===== config.mk =====
export PLATFORM = sky130hd
export DESIGN_NAME = alu_cmd_seq_flat
export DESIGN_NICKNAME = d
export VERILOG_FILES = /design/src/rtl/alu_cmd_seq_if.sv /design/src/rtl/alu_cmd_seq.sv /design/src/flat_wrapper.sv
export SDC_FILE = /design/constraint.sdc
export NUM_CORES = 1
export LEC_CHECK = 0
export ABC_CLOCK_PERIOD_IN_PS = 2470
export CELL_PAD_IN_SITES_DETAIL_PLACEMENT = 0
export CELL_PAD_IN_SITES_GLOBAL_PLACEMENT = 2
export CORE_MARGIN = 3
export CORE_UTILIZATION = 30
export DETAILED_ROUTE_END_ITERATION = 10
export GPL_TIMING_DRIVEN = 1
export PLACE_DENSITY_LB_ADDON = 0.2
export SLEW_MARGIN = 20
export SYNTH_ARGS = -nofsm -noshare
export SYNTH_HDL_FRONTEND = slang
export SYNTH_SLANG_ARGS = --single-unit

===== constraint.sdc =====
create_clock -name clk -period 2.47 [get_ports clk]
set_input_delay 0.494 -clock clk [delete_from_list [all_inputs] [get_ports clk]]
set_output_delay 0.494 -clock clk [all_outputs]
set_load 0.02 [all_outputs]

===== src/rtl/alu_cmd_seq_if.sv =====
// Command and result handshake bundle between a producer/consumer and alu_cmd_seq.
interface alu_cmd_seq_if #(
  parameter int unsigned WIDTH = 4
) ();
  logic             cmd_valid;
  logic             cmd_ready;
  logic [2:0]       cmd_op;
  logic             cmd_c;
  logic [WIDTH-1:0] cmd_x;
  logic [WIDTH-1:0] cmd_y;
  logic             res_valid;
  logic             res_ready;
  logic [WIDTH-1:0] res_s;
  logic             res_c;
  logic             res_zero;
  logic             res_overflow;

  modport master (
    output cmd_valid, cmd_op, cmd_c, cmd_x, cmd_y, res_ready,
    input  cmd_ready, res_valid, res_s, res_c, res_zero, res_overflow
  );

  modport slave (
    input  cmd_valid, cmd_op, cmd_c, cmd_x, cmd_y, res_ready,
    output cmd_ready, res_valid, res_s, res_c, res_zero, res_overflow
  );
endinterface


===== src/rtl/alu_cmd_seq.sv =====
// Command FIFO in front of a combinational ALU, with a registered valid/ready result stage.
// One operation per cycle when neither side stalls.
module alu_cmd_seq #(
  parameter int unsigned WIDTH = 4,
  parameter int unsigned DEPTH = 4
) (
  input  logic                     clk,
  input  logic                     rst,
  alu_cmd_seq_if.slave             bus,
  output logic [2:0]               alu_op,
  output logic                     alu_in_c,
  output logic [WIDTH-1:0]         alu_in_x,
  output logic [WIDTH-1:0]         alu_in_y,
  input  logic [WIDTH-1:0]         alu_s,
  input  logic                     alu_c,
  input  logic                     alu_zero,
  input  logic                     alu_overflow,
  output logic [$clog2(DEPTH):0]   count
);

  localparam int unsigned AW = $clog2(DEPTH);
  localparam int unsigned CW = AW + 1;

  typedef struct packed {
    logic [2:0]       op;
    logic             c;
    logic [WIDTH-1:0] x;
    logic [WIDTH-1:0] y;
  } entry_t;

  entry_t        mem [DEPTH];
  entry_t        head;
  logic [AW-1:0] wr_ptr;
  logic [AW-1:0] rd_ptr;
  logic          push;
  logic          issue;
  logic          empty;

  // Ready comes from registered occupancy only; a same-cycle pop never frees a slot early.
  assign bus.cmd_ready = (count != CW'(DEPTH));
  assign empty         = (count == '0);
  assign push          = bus.cmd_valid && bus.cmd_ready;
  assign issue         = !empty && (!bus.res_valid || bus.res_ready);
  assign head          = mem[rd_ptr];

  // Head entry drives the ALU; idle inputs are forced to zero when empty.
  always_comb begin
    alu_op   = '0;
    alu_in_c = 1'b0;
    alu_in_x = '0;
    alu_in_y = '0;
    if (!empty) begin
      alu_op   = head.op;
      alu_in_c = head.c;
      alu_in_x = head.x;
      alu_in_y = head.y;
    end
  end

  always_ff @(posedge clk) begin
    if (push) begin
      mem[wr_ptr] <= '{op: bus.cmd_op, c: bus.cmd_c, x: bus.cmd_x, y: bus.cmd_y};
    end
  end

  always_ff @(posedge clk) begin
    if (rst) begin
      wr_ptr <= '0;
      rd_ptr <= '0;
      count  <= '0;
    end else begin
      if (push)  wr_ptr <= wr_ptr + AW'(1);
      if (issue) rd_ptr <= rd_ptr + AW'(1);
      unique case ({push, issue})
        2'b10:   count <= count + CW'(1);
        2'b01:   count <= count - CW'(1);
        default: count <= count;
      endcase
    end
  end

  // Result stage: capture on issue, retire on handshake, hold under back-pressure.
  always_ff @(posedge clk) begin
    if (rst) begin
      bus.res_valid    <= 1'b0;
      bus.res_s        <= '0;
      bus.res_c        <= 1'b0;
      bus.res_zero     <= 1'b0;
      bus.res_overflow <= 1'b0;
    end else if (issue) begin
      bus.res_valid    <= 1'b1;
      bus.res_s        <= alu_s;
      bus.res_c        <= alu_c;
      bus.res_zero     <= alu_zero;
      bus.res_overflow <= alu_overflow;
    end else if (bus.res_valid && bus.res_ready) begin
      bus.res_valid    <= 1'b0;
    end
  end

endmodule

===== src/flat_wrapper.sv =====
// flat-port wrapper written by rule: the top's interface ports become plain ports
module alu_cmd_seq_flat 
#(
  parameter int unsigned WIDTH = 4,
  parameter int unsigned DEPTH = 4
)
  (clk, rst, alu_op, alu_in_c, alu_in_x, alu_in_y, alu_s, alu_c, alu_zero, alu_overflow, count, bus_cmd_valid, bus_cmd_op, bus_cmd_c, bus_cmd_x, bus_cmd_y, bus_res_ready, bus_cmd_ready, bus_res_valid, bus_res_s, bus_res_c, bus_res_zero, bus_res_overflow);
  alu_cmd_seq_if #(.WIDTH(WIDTH)) bus_i ();
  input  logic clk;
  input  logic rst;
  output logic [2:0] alu_op;
  output logic alu_in_c;
  output logic [WIDTH-1:0] alu_in_x;
  output logic [WIDTH-1:0] alu_in_y;
  input  logic [WIDTH-1:0] alu_s;
  input  logic alu_c;
  input  logic alu_zero;
  input  logic alu_overflow;
  output logic [$clog2(DEPTH):0] count;
  input wire logic [$bits(bus_i.cmd_valid)-1:0] bus_cmd_valid;
  input wire logic [$bits(bus_i.cmd_op)-1:0] bus_cmd_op;
  input wire logic [$bits(bus_i.cmd_c)-1:0] bus_cmd_c;
  input wire logic [$bits(bus_i.cmd_x)-1:0] bus_cmd_x;
  input wire logic [$bits(bus_i.cmd_y)-1:0] bus_cmd_y;
  input wire logic [$bits(bus_i.res_ready)-1:0] bus_res_ready;
  output wire logic [$bits(bus_i.cmd_ready)-1:0] bus_cmd_ready;
  output wire logic [$bits(bus_i.res_valid)-1:0] bus_res_valid;
  output wire logic [$bits(bus_i.res_s)-1:0] bus_res_s;
  output wire logic [$bits(bus_i.res_c)-1:0] bus_res_c;
  output wire logic [$bits(bus_i.res_zero)-1:0] bus_res_zero;
  output wire logic [$bits(bus_i.res_overflow)-1:0] bus_res_overflow;
  assign bus_i.cmd_valid = bus_cmd_valid;
  assign bus_i.cmd_op = bus_cmd_op;
  assign bus_i.cmd_c = bus_cmd_c;
  assign bus_i.cmd_x = bus_cmd_x;
  assign bus_i.cmd_y = bus_cmd_y;
  assign bus_i.res_ready = bus_res_ready;
  assign bus_cmd_ready = bus_i.cmd_ready;
  assign bus_res_valid = bus_i.res_valid;
  assign bus_res_s = bus_i.res_s;
  assign bus_res_c = bus_i.res_c;
  assign bus_res_zero = bus_i.res_zero;
  assign bus_res_overflow = bus_i.res_overflow;
  alu_cmd_seq #(.WIDTH(WIDTH), .DEPTH(DEPTH)) u_core (.clk(clk), .rst(rst), .bus(bus_i), .alu_op(alu_op), .alu_in_c(alu_in_c), .alu_in_x(alu_in_x), .alu_in_y(alu_in_y), .alu_s(alu_s), .alu_c(alu_c), .alu_zero(alu_zero), .alu_overflow(alu_overflow), .count(count));
endmodule

; ---- Yosys cells after proc, flatten, opt, wreduce, memory -nomap -nowiden
; Memories as Yosys holds them, arrays and structs flattened. A register that Yosys moved wholly into a read port is not among the register bits.
; Cells that the tools add are included.
[word_totals]
register_bits = 15
ram_bits = 48
input_bits = 23
mem_count = 1
[op_classes]
n_reduce_logical = 9
eq_ne = 3
n_mux = 11
add_sub_neg = 4
[memory_table]
columns = name, words, width, rd, rd_ports_with_merged_regs, write_ports, line_no
row1 = u_core.mem, 4, 12, 1, 1, 1, alu_cmd_seq.sv:31  ; entry_t mem [DEPTH];
[op_table]
columns = cell, n
row1 = $mux 4, 2
row2 = $pmux 3 s2, 1
row3 = $mux 1, 5
row4 = $add 2x1->2 const B, 2
row5 = $mux 2, 2
row6 = $reduce_bool 2->1, 2
row7 = $add 3x1->3 const B, 1
row8 = $logic_and 1x1->1, 3
row9 = $logic_not 3->1, 1
row10 = $mux 3, 1
row11 = $ne 3x3->1 const B, 1
row12 = $sub 3x1->3 const B, 1
row13 = $eq 2x1->1 const B, 1
row14 = $eq 2x2->1 const B, 1
row15 = $logic_not 1->1, 2
row16 = $logic_or 1x1->1, 1

; ---- Depth between registers and ports, before layout
[depth]
ltp_word = 5
mapped_depth = 9
mapped_depth_nobuf = 9

; ---- Worst setup path after synthesis
; OpenSTA, ideal clock, no wires.
[synth_path]
path_kind = input to register
start = input bus_res_ready
end = register u_core.count[2]
t_arrival_ps = 2016
setup_time_ps = 70
stages = 9
slack_ps = 384
cell_sequence = nor2b_1 > buf_4 > nor2_2 > ha_1 > inv_1 > fa_1 > xor2_1 > or3_1 > a21oi_1
[synth_via]
elab_chain_len = 4
[synth_lines]
columns = item, line_no
row1 = from (decl), flat_wrapper.sv:25  ; input wire logic [$bits(bus_i.res_ready)-1:0] bus_res_ready;
row2 = $logic_or 1x1->1 *, alu_cmd_seq.sv:43  ; assign issue = !empty && (!bus.res_valid || bus.res_ready);
row3 = $logic_and 1x1->1 *, alu_cmd_seq.sv:43
row4 = net u_core.issue, alu_cmd_seq.sv:36  ; logic issue;
row5 = $eq 2x1->1 / $eq 2x2->1 (equally long branches), alu_cmd_seq.sv:74  ; unique case ({push, issue})
row6 = $pmux 3 s2 / $reduce_bool 2->1 (equally long branches), -
row7 = to (signal assigned), alu_cmd_seq.sv:75  ; 2'b10: count <= count + CW'(1);
row8 = to (signal assigned), alu_cmd_seq.sv:76  ; 2'b01: count <= count - CW'(1);
row9 = to (signal assigned), alu_cmd_seq.sv:77  ; default: count <= count;
row10 = to (decl), alu_cmd_seq.sv:18  ; output logic [$clog2(DEPTH):0] count
; The timed path passes the listed nets; every way through them passes the cells marked *.
; A chain may end at the register's enable or synchronous reset.

==> metrics.cfg <==
[clock_tree]
clockRootBuffer=clkbuf_8
cts_max_path_buffers=2
h-tree-depth=3
cts_buffers=9
cts_tree=done
path_clk_slew_ns=0.06
clock_latency_ns=0.32
clock_sinks=65
cts_setup_buffers=0

[grt]
grt_pass1_wl_um=8110
antenna_found_initial=0
grt.total_usage_pct=10.6
first_global_vias=1671
grt_overflow_total=0
grt_max_degree=29

[drt]
route.detailed.drc=0
ant_nets=0
drt_pass1_iterations=4
wl_per_cell_um=15.6
m1WireLength_um=2100
dr_wl_met2_um=2940
routed_wl_um=5270
initialDrtViolationCount=22
viasPerCell=4.53
dr.max_layer_used=met4
wl_met3_um=178
route.vias.total=1532

[critical_path]
crit_slowest_cell=mux4_1
start_kind=register
crit_chain=buf_12 -> mux4_1 -> nor2b_1 -> dlygate4sd2_1
crit_type=reg -> out
endpoint_kind=output port
cp_num_buf_inv=2
required_ns=1.98
crit_path_max_incr_delay_ns=0.57
critPathMaxFanout=12
critPathArrivalTime_ns=1.88
cp_top_family=multiplexers

[layout]
multiInputGateArea_um2=938
fin_util_pct=40.5
nFillCells=838
diodes=0
syn2layout_area_growth_pct=28.6
regArea_um2=1780
nNetsFinal=254
layout-drive-gt1-share_pct=27.4

[power_and_ir_drop]
p_leak_nw=1.28
ir_drop_mv=0.475
power_density_nw_per_um2=1150
total_power_mw=4.16

[job]
max_cap_viol_count=0

[sta]
slew_headroom_pct=79.4
fin_crit_ns=2.37
finalMaxSlewViolations=0
period_share_pct=96.0
rsz0062_at_grt=no
hold_viol_final=0
worst_slew_pin_slew_ns=0.309
fmax_mhz=422
fin_skew_ns=0.00507
whs_ns=0.468
fin_ws_ns=0.0998
setup_viol=0

[die]
ios=47
std_cell_rows=34
core_region_area_um2=8930
die-area_um2=10600
die-height_um=103
fp.dieW_um=103
start_util_pct=31.5

[placed_design]
post-place-ws_ns=-0.0286
io_buffers=46
gp_congestion=0.722
dp_hpwl_um=3600

[synth]
ys_warn_count=0
synth_cell_types=32
ys_seq_elements=65
seq_area_frac_synth_pct=63.3
syn_area_um2=2810
synth_xor_xnor_area_share_pct=0.623
synth_compound_area_share_pct=5.74
syn_area_per_cell_um2=16.9
synth_top_family_by_area=simple AND/OR/NAND/NOR gates
synthMuxAreaShare_pct=12.0
synth_simple_gate_area_share_pct=12.1
syn_nets=195
synthAdderAreaFrac_pct=2.94
syn_inst=166

[hold_path]
hp-class=reg -> reg

[outcome]
status=complete, no violations

flip-flops by register name, indices dropped and copies added (netlist names), named ones only:
name,flops
u_core.mem,48
u_core.bus.res_s,4
u_core.count,3
u_core.rd_ptr,2
u_core.wr_ptr,2
u_core.bus.res_c,1
u_core.bus.res_overflow,1
u_core.bus.res_valid,1
u_core.bus.res_zero,1
metrics by stage:
step                instance area (um2)  cells  setup TNS, ns
global route                       3620    338              0
finish                             3620    338              0
floorplan                          2810    166              0
detailed placement                 3450    322        -0.0286
CTS                                3620    338              0
global placement                   3450    322              0
worst paths after layout:
| kind | from | endpoint | slack [ns] | cells past startpoint |
|---|---|---|---|---|
| max | register | alu_op[2] | 0.1 | 4 |
| min | u_core.bus.res_s[0]$_SDFFE_PP0P_ | u_core.bus.res_s[0]$_SDFFE_PP0P_ | 0.47 | 2 |
| max reg2reg | u_core.count[0]$_SDFFE_PP0P_ | u_core.count[2]$_SDFFE_PP0P_ | 0.37 | 9 |
| min reg2reg | u_core.bus.res_s[0]$_SDFFE_PP0P_ | u_core.bus.res_s[0]$_SDFFE_PP0P_ | 0.47 | 2 |
layout make-up:
type | instances | area share (%)
clock buffer | 11 | 3.63
clock inverter | 5 | 1.56
inverter | 6 | 0.622
multi-input combinational | 86 | 25.9
sequential | 65 | 49.2
tap | 108 | 3.73
timing repair buffer | 57 | 15.3
power by group:
part           leakage (nW)  switching, mW  internal, mW  total (mW)
sequential            0.580          0.107          1.36        1.47
combinational         0.616          0.934         0.914        1.85
clock                0.0832          0.383         0.463       0.846
repair_timing:
action,4_1_cts,5_1_grt
endpoints found under the setup margin,12,0
hold buffers,0,0
gates resized for setup,12,0
hold endpoints to repair,0,0
placed cells by master (no fill, tap or decap), drive strengths merged, types with 9 or more instances in the layout:
| master | instances |
|---|---|
| dfxtp | 17 |
| buf | 11 |
| nor2 | 9 |
| clkdlybuf4s50 | 34 |
| clkbuf | 11 |
| nor2b | 15 |
| edfxtp | 48 |
| a21oi | 10 |
| dlygate4sd2 | 12 |
| mux4 | 12 |
routing by layer:
layer | up-vias | GRT usage (%)
li1 | 732 | -
met2 | 21 | 19.1
met4 | 0 | 4.48
met3 | 4 | 3.11
met1 | 775 | 11.6
met5 | - | 0
worst reg2reg max path: cells and delay by family (launching register included):
family	cells	cell delay (ns)
buffers and inverters	2	0.12
adders and majority gates	2	0.53
and+or+nand+nor	2	0.55
xor gates and xnor gates	1	0.16
AOI/OAI and AO/OA	2	0.28
DFF	1	0.38
cell families after synthesis:
| family | after synthesis |
|---|---|
| DFF | 65 |
| and+or+nand+nor | 42 |
| AOI/OAI and AO/OA | 19 |
| muxes | 17 |
| buffers and inverters | 15 |
| adders and majority gates | 6 |
| xor gates and xnor gates | 2 |
synth_stat cells:
| cell type | instances | area [um2] |
|---|---|---|
| a21boi_4 | 1 | 18.8 |
| a21oi_1 | 3 | 15.0 |
| a21oi_2 | 7 | 61.3 |
| and2_1 | 4 | 25.0 |
| buf_1 | 1 | 3.75 |
| buf_2 | 2 | 10.0 |
| buf_4 | 1 | 7.51 |
| buf_6 | 4 | 45.0 |
| clkbuf_1 | 1 | 3.75 |
| dfxtp_1 | 17 | 340 |
| edfxtp_1 | 48 | 1440 |
| fa_1 | 1 | 20.0 |
| ha_1 | 5 | 62.6 |
| inv_1 | 6 | 22.5 |
| mux2_1 | 3 | 33.8 |
| mux2_4 | 1 | 15.0 |
| mux2i_1 | 1 | 10.0 |
| mux4_1 | 2 | 52.6 |
| mux4_2 | 10 | 225 |
| nand2_1 | 1 | 3.75 |
| nand2b_1 | 3 | 18.8 |
| nand3b_1 | 7 | 52.6 |
| nor2_1 | 8 | 30.0 |
| nor2_2 | 1 | 6.26 |
| nor2b_1 | 5 | 31.3 |
| nor2b_4 | 10 | 138 |
| nor3_4 | 1 | 16.3 |
| nor3b_2 | 1 | 12.5 |
| o21ai_0 | 1 | 5.00 |
| o21ai_2 | 7 | 61.3 |
| or3_1 | 1 | 6.26 |
| xor2_1 | 2 | 17.5 |
(Power assumes the default switching activity.)
